[src/rtl/near_path_seq.sv]
// Near-path subtractor for the dual-path FP adder: exact subtraction of close
// exponents, stepwise coarse/fine normalization, then round-to-nearest-even.
module near_path_seq #(
  parameter int SIZE_IN_MANTISSA = 24,
  parameter int SIZE_EXPONENT    = 8,
  parameter int SHIFT_STEP       = 4
) (
  input  logic                        clk,
  input  logic                        rst,
  input  logic                        start,
  output logic                        ready,
  input  logic [SIZE_IN_MANTISSA-1:0] m_a_number,
  input  logic [SIZE_IN_MANTISSA-1:0] m_b_number,
  input  logic                        exp_difference,
  input  logic [SIZE_EXPONENT:0]      exp_inter,
  input  logic                        out_ready,
  output logic                        valid_o,
  output logic [SIZE_IN_MANTISSA-1:0] resulted_m_o,
  output logic [SIZE_EXPONENT-1:0]    resulted_e_o,
  output logic                        sign_swap_o,
  output logic                        zero_o,
  output logic                        underflow_o
);

  localparam int WW = SIZE_IN_MANTISSA + 1;
  localparam int DW = SIZE_IN_MANTISSA + 2;
  localparam logic [SIZE_EXPONENT:0] STEP_EXP = SHIFT_STEP[SIZE_EXPONENT:0];
  localparam logic [SIZE_EXPONENT:0] ONE_EXP  = {{SIZE_EXPONENT{1'b0}}, 1'b1};

  typedef enum logic [2:0] {IDLE, SUB, COARSE, FINE, ROUND, DONE} state_t;

  state_t                      state_q;
  logic [SIZE_IN_MANTISSA-1:0] mA_q;
  logic [SIZE_IN_MANTISSA-1:0] mB_q;
  logic                        expDiff_q;
  logic [SIZE_EXPONENT:0]      expWork_q;
  logic [WW-1:0]               work_q;

  logic [DW-1:0]               aExt_d;
  logic [DW-1:0]               bExt_d;
  logic [DW-1:0]               diff_d;
  logic [DW-1:0]               absDiff_d;
  logic                        negative_d;
  logic                        isZero_d;
  logic                        coarseShift_d;
  logic                        fineShift_d;
  logic [SIZE_IN_MANTISSA-1:0] mant_d;
  logic                        roundUp_d;
  logic [SIZE_IN_MANTISSA:0]   rounded_d;
  logic [SIZE_EXPONENT-1:0]    expInc_d;

  // B is pre-shifted right by one position when its exponent is one smaller;
  // the extra low bit keeps the difference exact and becomes the guard bit.
  always_comb begin
    aExt_d        = {1'b0, mA_q, 1'b0};
    bExt_d        = expDiff_q ? {2'b00, mB_q} : {1'b0, mB_q, 1'b0};
    diff_d        = aExt_d - bExt_d;
    negative_d    = diff_d[DW-1];
    absDiff_d     = negative_d ? (-diff_d) : diff_d;
    isZero_d      = (absDiff_d == '0);
    coarseShift_d = (work_q[WW-1 -: SHIFT_STEP] == '0) && (expWork_q > STEP_EXP);
    fineShift_d   = !work_q[WW-1] && (expWork_q > ONE_EXP);
    mant_d        = work_q[WW-1:1];
    roundUp_d     = work_q[0] & mant_d[0];
    rounded_d     = {1'b0, mant_d} + {{SIZE_IN_MANTISSA{1'b0}}, roundUp_d};
    expInc_d      = expWork_q[SIZE_EXPONENT-1:0] + {{(SIZE_EXPONENT-1){1'b0}}, 1'b1};
  end

  // Control and datapath share one sequential block so every output is a register.
  always_ff @(posedge clk) begin
    if (rst) begin
      state_q      <= IDLE;
      ready        <= 1'b1;
      valid_o      <= 1'b0;
      resulted_m_o <= '0;
      resulted_e_o <= '0;
      sign_swap_o  <= 1'b0;
      zero_o       <= 1'b0;
      underflow_o  <= 1'b0;
      mA_q         <= '0;
      mB_q         <= '0;
      expDiff_q    <= 1'b0;
      expWork_q    <= '0;
      work_q       <= '0;
    end else begin
      case (state_q)
        IDLE: begin
          if (start) begin
            mA_q        <= m_a_number;
            mB_q        <= m_b_number;
            expDiff_q   <= exp_difference;
            expWork_q   <= exp_inter;
            ready       <= 1'b0;
            sign_swap_o <= 1'b0;
            zero_o      <= 1'b0;
            underflow_o <= 1'b0;
            state_q     <= SUB;
          end
        end
        SUB: begin
          work_q      <= absDiff_d[WW-1:0];
          sign_swap_o <= negative_d;
          if (isZero_d) begin
            resulted_m_o <= '0;
            resulted_e_o <= '0;
            zero_o       <= 1'b1;
            valid_o      <= 1'b1;
            state_q      <= DONE;
          end else begin
            state_q <= COARSE;
          end
        end
        COARSE: begin
          if (coarseShift_d) begin
            work_q    <= work_q << SHIFT_STEP;
            expWork_q <= expWork_q - STEP_EXP;
          end else begin
            state_q <= FINE;
          end
        end
        // Exponent 1 with the MSB still clear cannot be normalized further.
        FINE: begin
          if (work_q[WW-1]) begin
            state_q <= ROUND;
          end else if (fineShift_d) begin
            work_q    <= work_q << 1;
            expWork_q <= expWork_q - ONE_EXP;
          end else begin
            underflow_o  <= 1'b1;
            resulted_m_o <= '0;
            resulted_e_o <= '0;
            valid_o      <= 1'b1;
            state_q      <= DONE;
          end
        end
        ROUND: begin
          if (rounded_d[SIZE_IN_MANTISSA]) begin
            resulted_m_o <= {1'b1, {(SIZE_IN_MANTISSA-1){1'b0}}};
            resulted_e_o <= expInc_d;
          end else begin
            resulted_m_o <= rounded_d[SIZE_IN_MANTISSA-1:0];
            resulted_e_o <= expWork_q[SIZE_EXPONENT-1:0];
          end
          valid_o <= 1'b1;
          state_q <= DONE;
        end
        DONE: begin
          if (out_ready) begin
            valid_o <= 1'b0;
            ready   <= 1'b1;
            state_q <= IDLE;
          end
        end
        default: begin
          valid_o <= 1'b0;
          ready   <= 1'b1;
          state_q <= IDLE;
        end
      endcase
    end
  end

endmodule

[config.mk]
export PLATFORM = sky130hd
export DESIGN_NAME = near_path_seq
export DESIGN_NICKNAME = d
export VERILOG_FILES = /design/src/rtl/near_path_seq.sv
export SDC_FILE = /design/constraint.sdc
export NUM_CORES = 1
export LEC_CHECK = 0
export BUFFER_PORTS_ARGS = -buffer_cell sky130_fd_sc_hd__buf_4
export CORE_MARGIN = 8
export CORE_UTILIZATION = 61
export CTS_BUF_LIST = sky130_fd_sc_hd__clkbuf_8
export DETAILED_ROUTE_END_ITERATION = 12
export GPL_TIMING_DRIVEN = 0
export MAX_ROUTING_LAYER = met4
export PLACE_DENSITY = 0.87
export SYNTH_ARGS = -nofsm -noshare
export SYNTH_HDL_FRONTEND = slang
export SYNTH_SLANG_ARGS = --single-unit
export TNS_END_PERCENT = 50
[constraint.sdc]
create_clock -name clk -period 6.8 [get_ports clk]
set_input_delay 1.36 -clock clk [delete_from_list [all_inputs] [get_ports clk]]
set_output_delay 1.36 -clock clk [all_outputs]
set_load 0.02 [all_outputs]
==> results.yml, run 1 <==
global_route:
  grt_pass1_wl_um: 39900
  antenna_found_initial: 0
  grt_pass1_vias: 8295
  grt_max_degree: 17
  grt_overflow: 0
  track_usage_pct: 27.2
synthesis:
  synth_cells: 1167
  synthesis.nets: 1264
  yosysTopAreaCell: "dfxtp_1"
  yosysSeqAreaShare_pct: 28.5
  synth_edf_count: 0
  netlist.area_leader.share_pct: 28.5
  ys.flop_type: "dfxtp_1"
  netlist_area_mm2: 0.00865
  synth.distinct_cells: 74
  ys_ff_latch: 123
  synth.top_cells.by_area: "dfxtp_1 28%, nand2_1 10%, a21oi_1 7.0%"
  avgSynthCellArea_um2: 7.41
  ys_async_sr_fraction_pct: 0
  yosys_warnings: 0
power:
  leakage_uw: 0.00396
  p_per_area_mw_per_mm2: 584
  ir_drop_mv: 0.305
drt:
  drt_wl_total_um: 24100
  drt_iter0_markers: 672
  drt-vias-per-instance: 5.92
  dr_total_vias: 8736
  drt-wirelength-per-cell_um: 16.4
  dr.pass1.iters: 5
  drcViolationCount: 0
  ant_nets: 0
worst_setup_path:
  start_kind: "register"
  critical_path_class: "register to register"
  cp.required_ns: 7.14
  end_kind: "register"
  worstPathArrival_ns: 6.30
  cp_max_fo: 10
clock_network:
  ctsHoldBuffers: 0
  ctsLongestPathBuffers: 2
  cts-root-buf: "clkbuf_8"
  cts_sinks: 123
  cts_tree: "built"
  post_cts_resized: 0
  clock_latency_ns: 0.46
  htreeDepth: 4
  numCtsBuffers: 17
  clkTransAtPathRegs_ns: 0.07
  cts_setup_buffers: 0
cells_and_area:
  nets: 1381
  layout_common_cells: "241 x nand2_1, 123 x dfxtp_1, 121 x a21oi_1, 99 x buf_4, 82 x nor2_1"
  post-route-util_pct: 71.9
  diodes: 0
  drive_gt1_share_pct: 14.1
  area_growth_pct: 15.4
  fillers: 1162
  layout_commonest_cell: "nand2_1"
outcome:
  status: "completed"
floorplanning:
  row_count: 43
  dieWidth_um: 135
  ioPinCount: 99
  coreArea_mm2: 0.0139
  dieArea_mm2: 0.0182
  start_util_pct: 62.3
  die_h_um: 135
sta:
  fin_skew_ns: 0.0172
  setup_viol: 0
  fin_hold_ws_ns: 0.452
  maxSlewViolCount: 0
  period_share_pct: 87.5
  timing.final.hold_violations: 0
  fmax_ghz: 0.168
  tns_ns: 0
  relSlewSlack_pct: 34.7
  period_needed_ns: 5.95
  rsz0062_at_grt: "no"
  worst_slew_pin_slew_ns: 0.973
run:
  max-cap-violations: 0
place:
  dpl.hpwl_um: 18700
  routabilityCongestion: 0.938
  numPortBuffers: 98
min_path:
  hold_class: "register to register"
-- sequential cells by signal, indices dropped and copies added, names as in the netlist --
signal	cells
valid_o	1
resulted_e_o	8
mB_q	24
state_q	3
mA_q	24
ready	1
resulted_m_o	24
expWork_q	9
expDiff_q	1
zero_o	1
underflow_o	1
sign_swap_o	1
work_q	25
-- per-stage QoR --
stage / setup slack [ns] / area [um^2] / total power, uW / cells
CTS: 0.900 / 9980 / 5760 / 1475
floorplan: 2.07 / 8650 / 4200 / 1167
global route: 0.521 / 9980 / 6310 / 1475
finish: 0.847 / 9980 / 5830 / 1475
detailed placement: 0.991 / 9610 / 5120 / 1445
global placement: 1.04 / 9610 / 5080 / 1445
-- cells in the mapped netlist (5+ instances only) --
master    count
nand2b_1      9
ha_1         34
o21ai_1      12
a31oi_1      10
o21ai_0      48
xor2_1       26
o211ai_1     12
a222oi_1     10
nor2b_1       8
nand3_1      25
o21ai_2      29
nor2_1       82
a211oi_1     25
o21a_1       14
a21oi_1     121
nand2_1     241
nor4_1       11
nand4_1      10
inv_1        20
and2_1        5
nor3_1       25
and3_1       22
mux2i_1      30
a221oi_1      9
clkbuf_1     66
a21o_1        9
or3_1        10
dfxtp_1     123
xnor2_1      44
-- cell families (layout without fill, tap and decap cells) --
group	Yosys count	after routing	share of synthesized area [%]
adders and majority gates	35	35	5.15
buffers and inverters	97	225	4.56
muxes	30	30	3.47
xor gates and xnor gates	74	74	7.84
AOI/OAI and AO/OA	339	339	25.6
and+or+nand+nor	469	469	24.9
DFF	123	123	28.5
-- report_power, final --
part / total, uW / internal, uW / switching (uW)
sequential: 1040 / 878 / 159
clock: 629 / 334 / 296
combinational: 4170 / 1540 / 2630
-- layout make-up --
class                   count  area (um^2)  area share, %
plain buffers              77          319           3.20
clock buffers              19          262           2.62
clock inverters            11          108           1.08
inverters                  20         75.1          0.752
multi-input cells         947         5790           58.0
flip-flops and latches    123         2460           24.7
well taps                 180          225           2.26
repair buffers             98          736           7.37
-- layer usage --
layer	vias up	wire [um]	global-route usage (%)
met4	0	805	12.6
li1	4378	-	-
met2	329	11600	45.6
met5	-	0	-
met3	61	1350	4.53
met1	3968	10300	31.2
-- final timing paths --
check	to	cells after the start	slack, ns	from
worst max-delay path	resulted_m_o[11]	18	0.85	expDiff_q
worst min-delay path	resulted_m_o[0]	2	0.45	resulted_m_o[0]
worst max register to register	resulted_m_o[11]	18	0.85	expDiff_q
worst min register to register	resulted_m_o[0]	2	0.45	resulted_m_o[0]
-- critical path: stages (launching register included) --
cell and delay (ns):
dfxtp_1 0.31, buf_4 0.21, buf_1 0.55, mux2i_1 0.30
ha_1 0.27, buf_2 0.20, a21oi_2 0.31, nand2_1 0.12
o21ai_1 0.27, nand2_1 0.16, xnor2_1 0.59, nand3_1 0.30
nor4_4 0.60, a31oi_1 0.21, xnor2_2 0.25, o2111ai_1 0.21
nor4_4 0.64, buf_6 0.26, o21ai_2 0.08
Power figures use the tool's default switching activity.
==> inputs of run 2 (changes only) <==
--- a/config.mk
+++ b/config.mk
@@ -7,12 +7,12 @@
 export LEC_CHECK = 0
 export BUFFER_PORTS_ARGS = -buffer_cell sky130_fd_sc_hd__buf_4
 export CORE_MARGIN = 8
-export CORE_UTILIZATION = 61
+export CORE_UTILIZATION = 54
 export CTS_BUF_LIST = sky130_fd_sc_hd__clkbuf_8
 export DETAILED_ROUTE_END_ITERATION = 12
 export GPL_TIMING_DRIVEN = 0
 export MAX_ROUTING_LAYER = met4
-export PLACE_DENSITY = 0.87
+export PLACE_DENSITY = 0.79
 export SYNTH_ARGS = -nofsm -noshare
 export SYNTH_HDL_FRONTEND = slang
 export SYNTH_SLANG_ARGS = --single-unit
==> results.yml, run 2 (synthesis gave the netlist of run 1 again) <==
outcome:
  status: "completed"
clock_network:
  htreeDepth: 4
  clock_latency_ns: 0.46
  clkTransAtPathRegs_ns: 0.07
  cts_tree: "built"
  ctsHoldBuffers: 0
  cts_sinks: 123
  cts_setup_buffers: 0
  ctsLongestPathBuffers: 2
  cts-root-buf: "clkbuf_8"
  numCtsBuffers: 17
  post_cts_resized: 0
global_route:
  grt_overflow: 0
  grt_pass1_vias: 8255
  grt_pass1_wl_um: 39900
  antenna_found_initial: 0
  grt_max_degree: 17
  track_usage_pct: 24.7
sta:
  period_needed_ns: 5.85
  relSlewSlack_pct: 38.8
  worst_slew_pin_slew_ns: 0.912
  fmax_ghz: 0.171
  timing.final.hold_violations: 0
  period_share_pct: 86.0
  setup_viol: 0
  maxSlewViolCount: 0
  fin_hold_ws_ns: 0.457
  rsz0062_at_grt: "no"
  tns_ns: 0
  fin_skew_ns: 0.00766
worst_setup_path:
  r2r-end: "resulted_m_o[8]"
  cp.buffers_inverters: 4
  critical_path_class: "register to register"
  slowest_delay_ns: 0.62
  cp_max_fo: 10
  cp.required_ns: 7.15
  regToRegStartpoint: "expDiff_q"
  end_kind: "register"
  path_cells: "buf_4 > buf_1 > mux2i_1 > ha_1 > clkbuf_1 > a21oi_1 > o21a_1 > nand2_1 > xnor2_1 > nand3_1 > nor4_4 > a31oi_1 > xnor2_2 > o2111ai_1 > nor4_4 > buf_6 > o21ai_2"
  reg2reg_slack_ns: 0.95
  cpMostUsedCell: "nor4_4"
  start_kind: "register"
  r2r_cells: 17
  worstPathArrival_ns: 6.19
  cpLargestDelayFamily: "simple AND/OR/NAND/NOR gates"
  cp_slowest_cell: "nor4_4"
floorplanning:
  die_h_um: 143
  dieWidth_um: 143
  ioPinCount: 99
  start_util_pct: 54.8
  row_count: 46
  coreArea_mm2: 0.0158
  dieArea_mm2: 0.0203
place:
  dpl.hpwl_um: 19000
  routabilityCongestion: 0.918
  dp.cells: 1481
  dpl_cell_area_mm2: 0.00966
  numPortBuffers: 98
cells_and_area:
  drive_gt1_share_pct: 14.2
  final_cell_area_mm2: 0.0101
  layout_common_cells: "241 x nand2_1, 123 x dfxtp_1, 121 x a21oi_1, 99 x buf_4, 82 x nor2_1"
  diodes: 0
  layout_commonest_cell: "nand2_1"
  regMostFlops: "work_q"
  area_growth_pct: 16.7
  largest_reg_flops: 25
  fin_cells: 1513
  nets: 1381
min_path:
  min_delay_path_depth: 2
  hold_class: "register to register"
  hold_start: "resulted_e_o[6]"
  hold_path_end: "resulted_e_o[6]"
power:
  p_per_area_mw_per_mm2: 588
  leakage_uw: 0.00401
  ir_drop_mv: 0.299
drt:
  dr_total_vias: 8733
  drt-vias-per-instance: 5.77
  drt_iter0_markers: 745
  drt_wl_total_um: 24200
  drcViolationCount: 0
  ant_nets: 0
  dr.pass1.iters: 6
  drt-wirelength-per-cell_um: 16.0
run:
  max-cap-violations: 0
-- run 2: per-stage QoR --
stage	util [%]	worst slack, ns	total power, uW
after global routing	64.0	0.593	6420
final	64.0	0.955	5940
after detailed placement	61.2	1.05	5130
after CTS	64.0	1.01	5880
after floorplan	-	2.07	4200
after global placement	61.2	1.06	5070
-- run 2: area by class of cell --
type | instances | area [um^2]
Timing Repair Buffer | 98 | 736
Buffer | 77 | 319
Tap cell | 216 | 270
Sequential cell | 123 | 2460
Clock inverter | 11 | 151
Multi-Input combinational cell | 947 | 5790
Clock buffer | 21 | 289
Fill cell | 1531 | 5670
Inverter | 20 | 75.1
-- run 2: per-layer routing --
metal  track usage (%)  wire length [um]  part of all wire, %
met5                 -                 0                    0
met4              11.0               838                  3.5
met3              3.92              1330                  5.5
met2              41.4             11700                   48
met1              28.6             10300                   43
-- run 2: worst register-to-register path: stages, from the launching register on --
cell and delay, ns:
dfxtp_1 0.31, buf_4 0.19, buf_1 0.55, mux2i_1 0.26, ha_1 0.25, clkbuf_1 0.25
a21oi_1 0.48, o21a_1 0.21, nand2_1 0.11, xnor2_1 0.59, nand3_1 0.31, nor4_4 0.58
a31oi_1 0.22, xnor2_2 0.26, o2111ai_1 0.20, nor4_4 0.62, buf_6 0.26, o21ai_2 0.07
-- run 2: worst max-delay path by stage --
stage / slack [ns] / from / end / cells after the start
6_report: 0.95 / expDiff_q / resulted_m_o[8] / 17
5_1_grt: 0.59 / expDiff_q / resulted_m_o[2] / 17
4_1_cts: 1.01 / expDiff_q / resulted_m_o[1] / 17
3_5_place_dp: 1.05 / expDiff_q / resulted_m_o[1] / 17
3_3_place_gp: 1.06 / expDiff_q / resulted_m_o[20] / 17
2_1_floorplan: 2.07 / expDiff_q / resulted_m_o[10] / 17
-- run 2: where the power goes --
| group | switching [uW] | internal, uW |
|---|---|---|
| sequential | 155 | 877 |
| combinational | 2640 | 1540 |
| clock | 298 | 431 |
==> inputs of run 3 (changes only) <==
--- a/config.mk
+++ b/config.mk
@@ -7,12 +7,13 @@
 export LEC_CHECK = 0
 export BUFFER_PORTS_ARGS = -buffer_cell sky130_fd_sc_hd__buf_4
 export CORE_MARGIN = 8
-export CORE_UTILIZATION = 54
+export CORE_UTILIZATION = 40
 export CTS_BUF_LIST = sky130_fd_sc_hd__clkbuf_8
+export CTS_CLUSTER_SIZE = 28
 export DETAILED_ROUTE_END_ITERATION = 12
 export GPL_TIMING_DRIVEN = 0
 export MAX_ROUTING_LAYER = met4
-export PLACE_DENSITY = 0.79
+export PLACE_DENSITY = 0.65
 export SYNTH_ARGS = -nofsm -noshare
 export SYNTH_HDL_FRONTEND = slang
 export SYNTH_SLANG_ARGS = --single-unit
==> results.yml, run 3 (synthesis gave the netlist of run 1 again) <==
floorplanning:
  dieArea_mm2: 0.0266
  ioPinCount: 99
  dieWidth_um: 163
  start_util_pct: 40.1
  die_h_um: 163
  row_count: 54
  coreArea_mm2: 0.0216
sta:
  tns_ns: 0
  period_share_pct: 86.3
  fin_skew_ns: 0.0131
  rsz0062_at_grt: "no"
  maxSlewViolCount: 0
  fmax_ghz: 0.170
  period_needed_ns: 5.87
  worst_slack_ns: 0.929
  relSlewSlack_pct: 35.9
  timing.final.hold_violations: 0
  worst_slew_pin_slew_ns: 0.955
  fin_hold_ws_ns: 0.450
  setup_viol: 0
drt:
  ant_nets: 0
  drt-vias-per-instance: 5.38
  dr_total_vias: 8484
  dr.pass1.iters: 6
  drcViolationCount: 0
  drt_wl_total_um: 24800
  drt-wirelength-per-cell_um: 15.7
  drt_iter0_markers: 619
clock_network:
  clock_latency_ns: 0.46
  ctsLongestPathBuffers: 2
  ctsHoldBuffers: 0
  numCtsBuffers: 17
  htreeDepth: 4
  post_cts_resized: 0
  cts_sinks: 123
  cts-root-buf: "clkbuf_8"
  clkTransAtPathRegs_ns: 0.07
  cts_tree: "built"
  cts_setup_buffers: 0
power:
  p_switching_uw: 3100
  swShare_pct: 52.9
  ir_drop_mv: 0.208
  power.internal_uw: 2750
  leakage_uw: 0.00397
  power.share.combinational_pct: 71.3
  pwr-share-seq_pct: 17.6
  pwr-share-clk_pct: 11.1
  p_per_area_mw_per_mm2: 578
place:
  routabilityCongestion: 0.925
  dpl.hpwl_um: 19700
  pre_cts_ws_ns: 0.981
  numPortBuffers: 98
min_path:
  hold_class: "register to register"
cells_and_area:
  layout_common_cells: "241 x nand2_1, 123 x dfxtp_1, 121 x a21oi_1, 99 x buf_4, 82 x nor2_1"
  drive_gt1_share_pct: 14.4
  diodes: 0
  layout_commonest_cell: "nand2_1"
  nets: 1381
  regMostFlops: "work_q"
  area_growth_pct: 17.1
  largest_reg_flops: 25
  fillers: 2284
global_route:
  use_met2_pct: 31.2
  grt_util_met1_pct: 23.1
  use_met3_pct: 4.08
  grt_pass1_wl_um: 40400
  antenna_found_initial: 0
  grt_pass1_vias: 8098
  busiest_layer: "met2"
  track_usage_pct: 19.1
  grt_overflow: 0
  grt_max_degree: 17
worst_setup_path:
  end_kind: "register"
  start_kind: "register"
  worstPathArrival_ns: 6.22
  critical_path_class: "register to register"
  cp.required_ns: 7.15
  cp_max_fo: 10
outcome:
  status: "completed"
run:
  max-cap-violations: 0
==> run 3: cell types whose count changed in the layout (fill, tap and decap cells not counted), sizes merged <==
cell,previous run,this run
clkbuf,87,85
clkinv,1,6
inv,25,22
bufinv,4,2
clkinvlp,1,3
==> run 3: power by group through the flow <==
stage	Sequential (uW)	Clock (uW)	Combinational (uW)
after floorplan	1020	0	3180
after global placement	1040	0	4090
after detailed placement	1050	0	4120
after CTS	1030	663	4140
after global routing	1050	692	4650
final	1030	649	4170
==> run 3: final cells by class <==
| type | instances | area [um^2] | area share [%] |
|---|---|---|---|
| clock inverter | 13 | 128 | 1.26 |
| tap | 280 | 350 | 3.46 |
| multi-input combinational | 947 | 5790 | 57.2 |
| sequential | 123 | 2460 | 24.3 |
| clock buffer | 19 | 262 | 2.58 |
| inverter | 20 | 75.1 | 0.741 |
| timing repair buffer | 98 | 736 | 7.27 |
| buffer | 77 | 319 | 3.15 |
==> run 3: path summary, 6_finish.rpt <==
check | startpoint | cells after the start | slack, ns | to
worst max-delay path | expDiff_q | 17 | 0.93 | resulted_m_o[3]
worst min-delay path | ready | 2 | 0.45 | ready
worst max register to register | expDiff_q | 17 | 0.93 | resulted_m_o[3]
worst min register to register | ready | 2 | 0.45 | ready
==> run 3: per-stage QoR <==
stage | area, um^2 | utilization, % | power (uW) | instances
after floorplan | 8650 | - | 4200 | 1167
after global placement | 9740 | 45.2 | 5140 | 1545
after detailed placement | 9740 | 45.2 | 5170 | 1545
after CTS | 10100 | 47.0 | 5830 | 1577
after global routing | 10100 | 47.0 | 6390 | 1577
final | 10100 | 47.0 | 5850 | 1577
==> run 3: metal layers <==
| metal | part of all wire, % | wire length [um] |
|---|---|---|
| met1 | 46 | 11400 |
| met2 | 47 | 11600 |
| met3 | 5.2 | 1300 |
| met4 | 2.2 | 546 |
| met5 | 0 | 0 |
==> run 3: critical path: stages, from the launching register on <==
cell and delay [ns]:
dfxtp_1 0.31, buf_4 0.20, buf_1 0.55, mux2i_1 0.26
ha_1 0.25, clkbuf_1 0.26, a21oi_1 0.48, o21a_1 0.22
nand2_1 0.11, xnor2_1 0.62, nand3_1 0.30, nor4_4 0.58
a31oi_1 0.21, xnor2_2 0.25, o2111ai_1 0.20, nor4_4 0.64
buf_6 0.25, o21ai_2 0.07
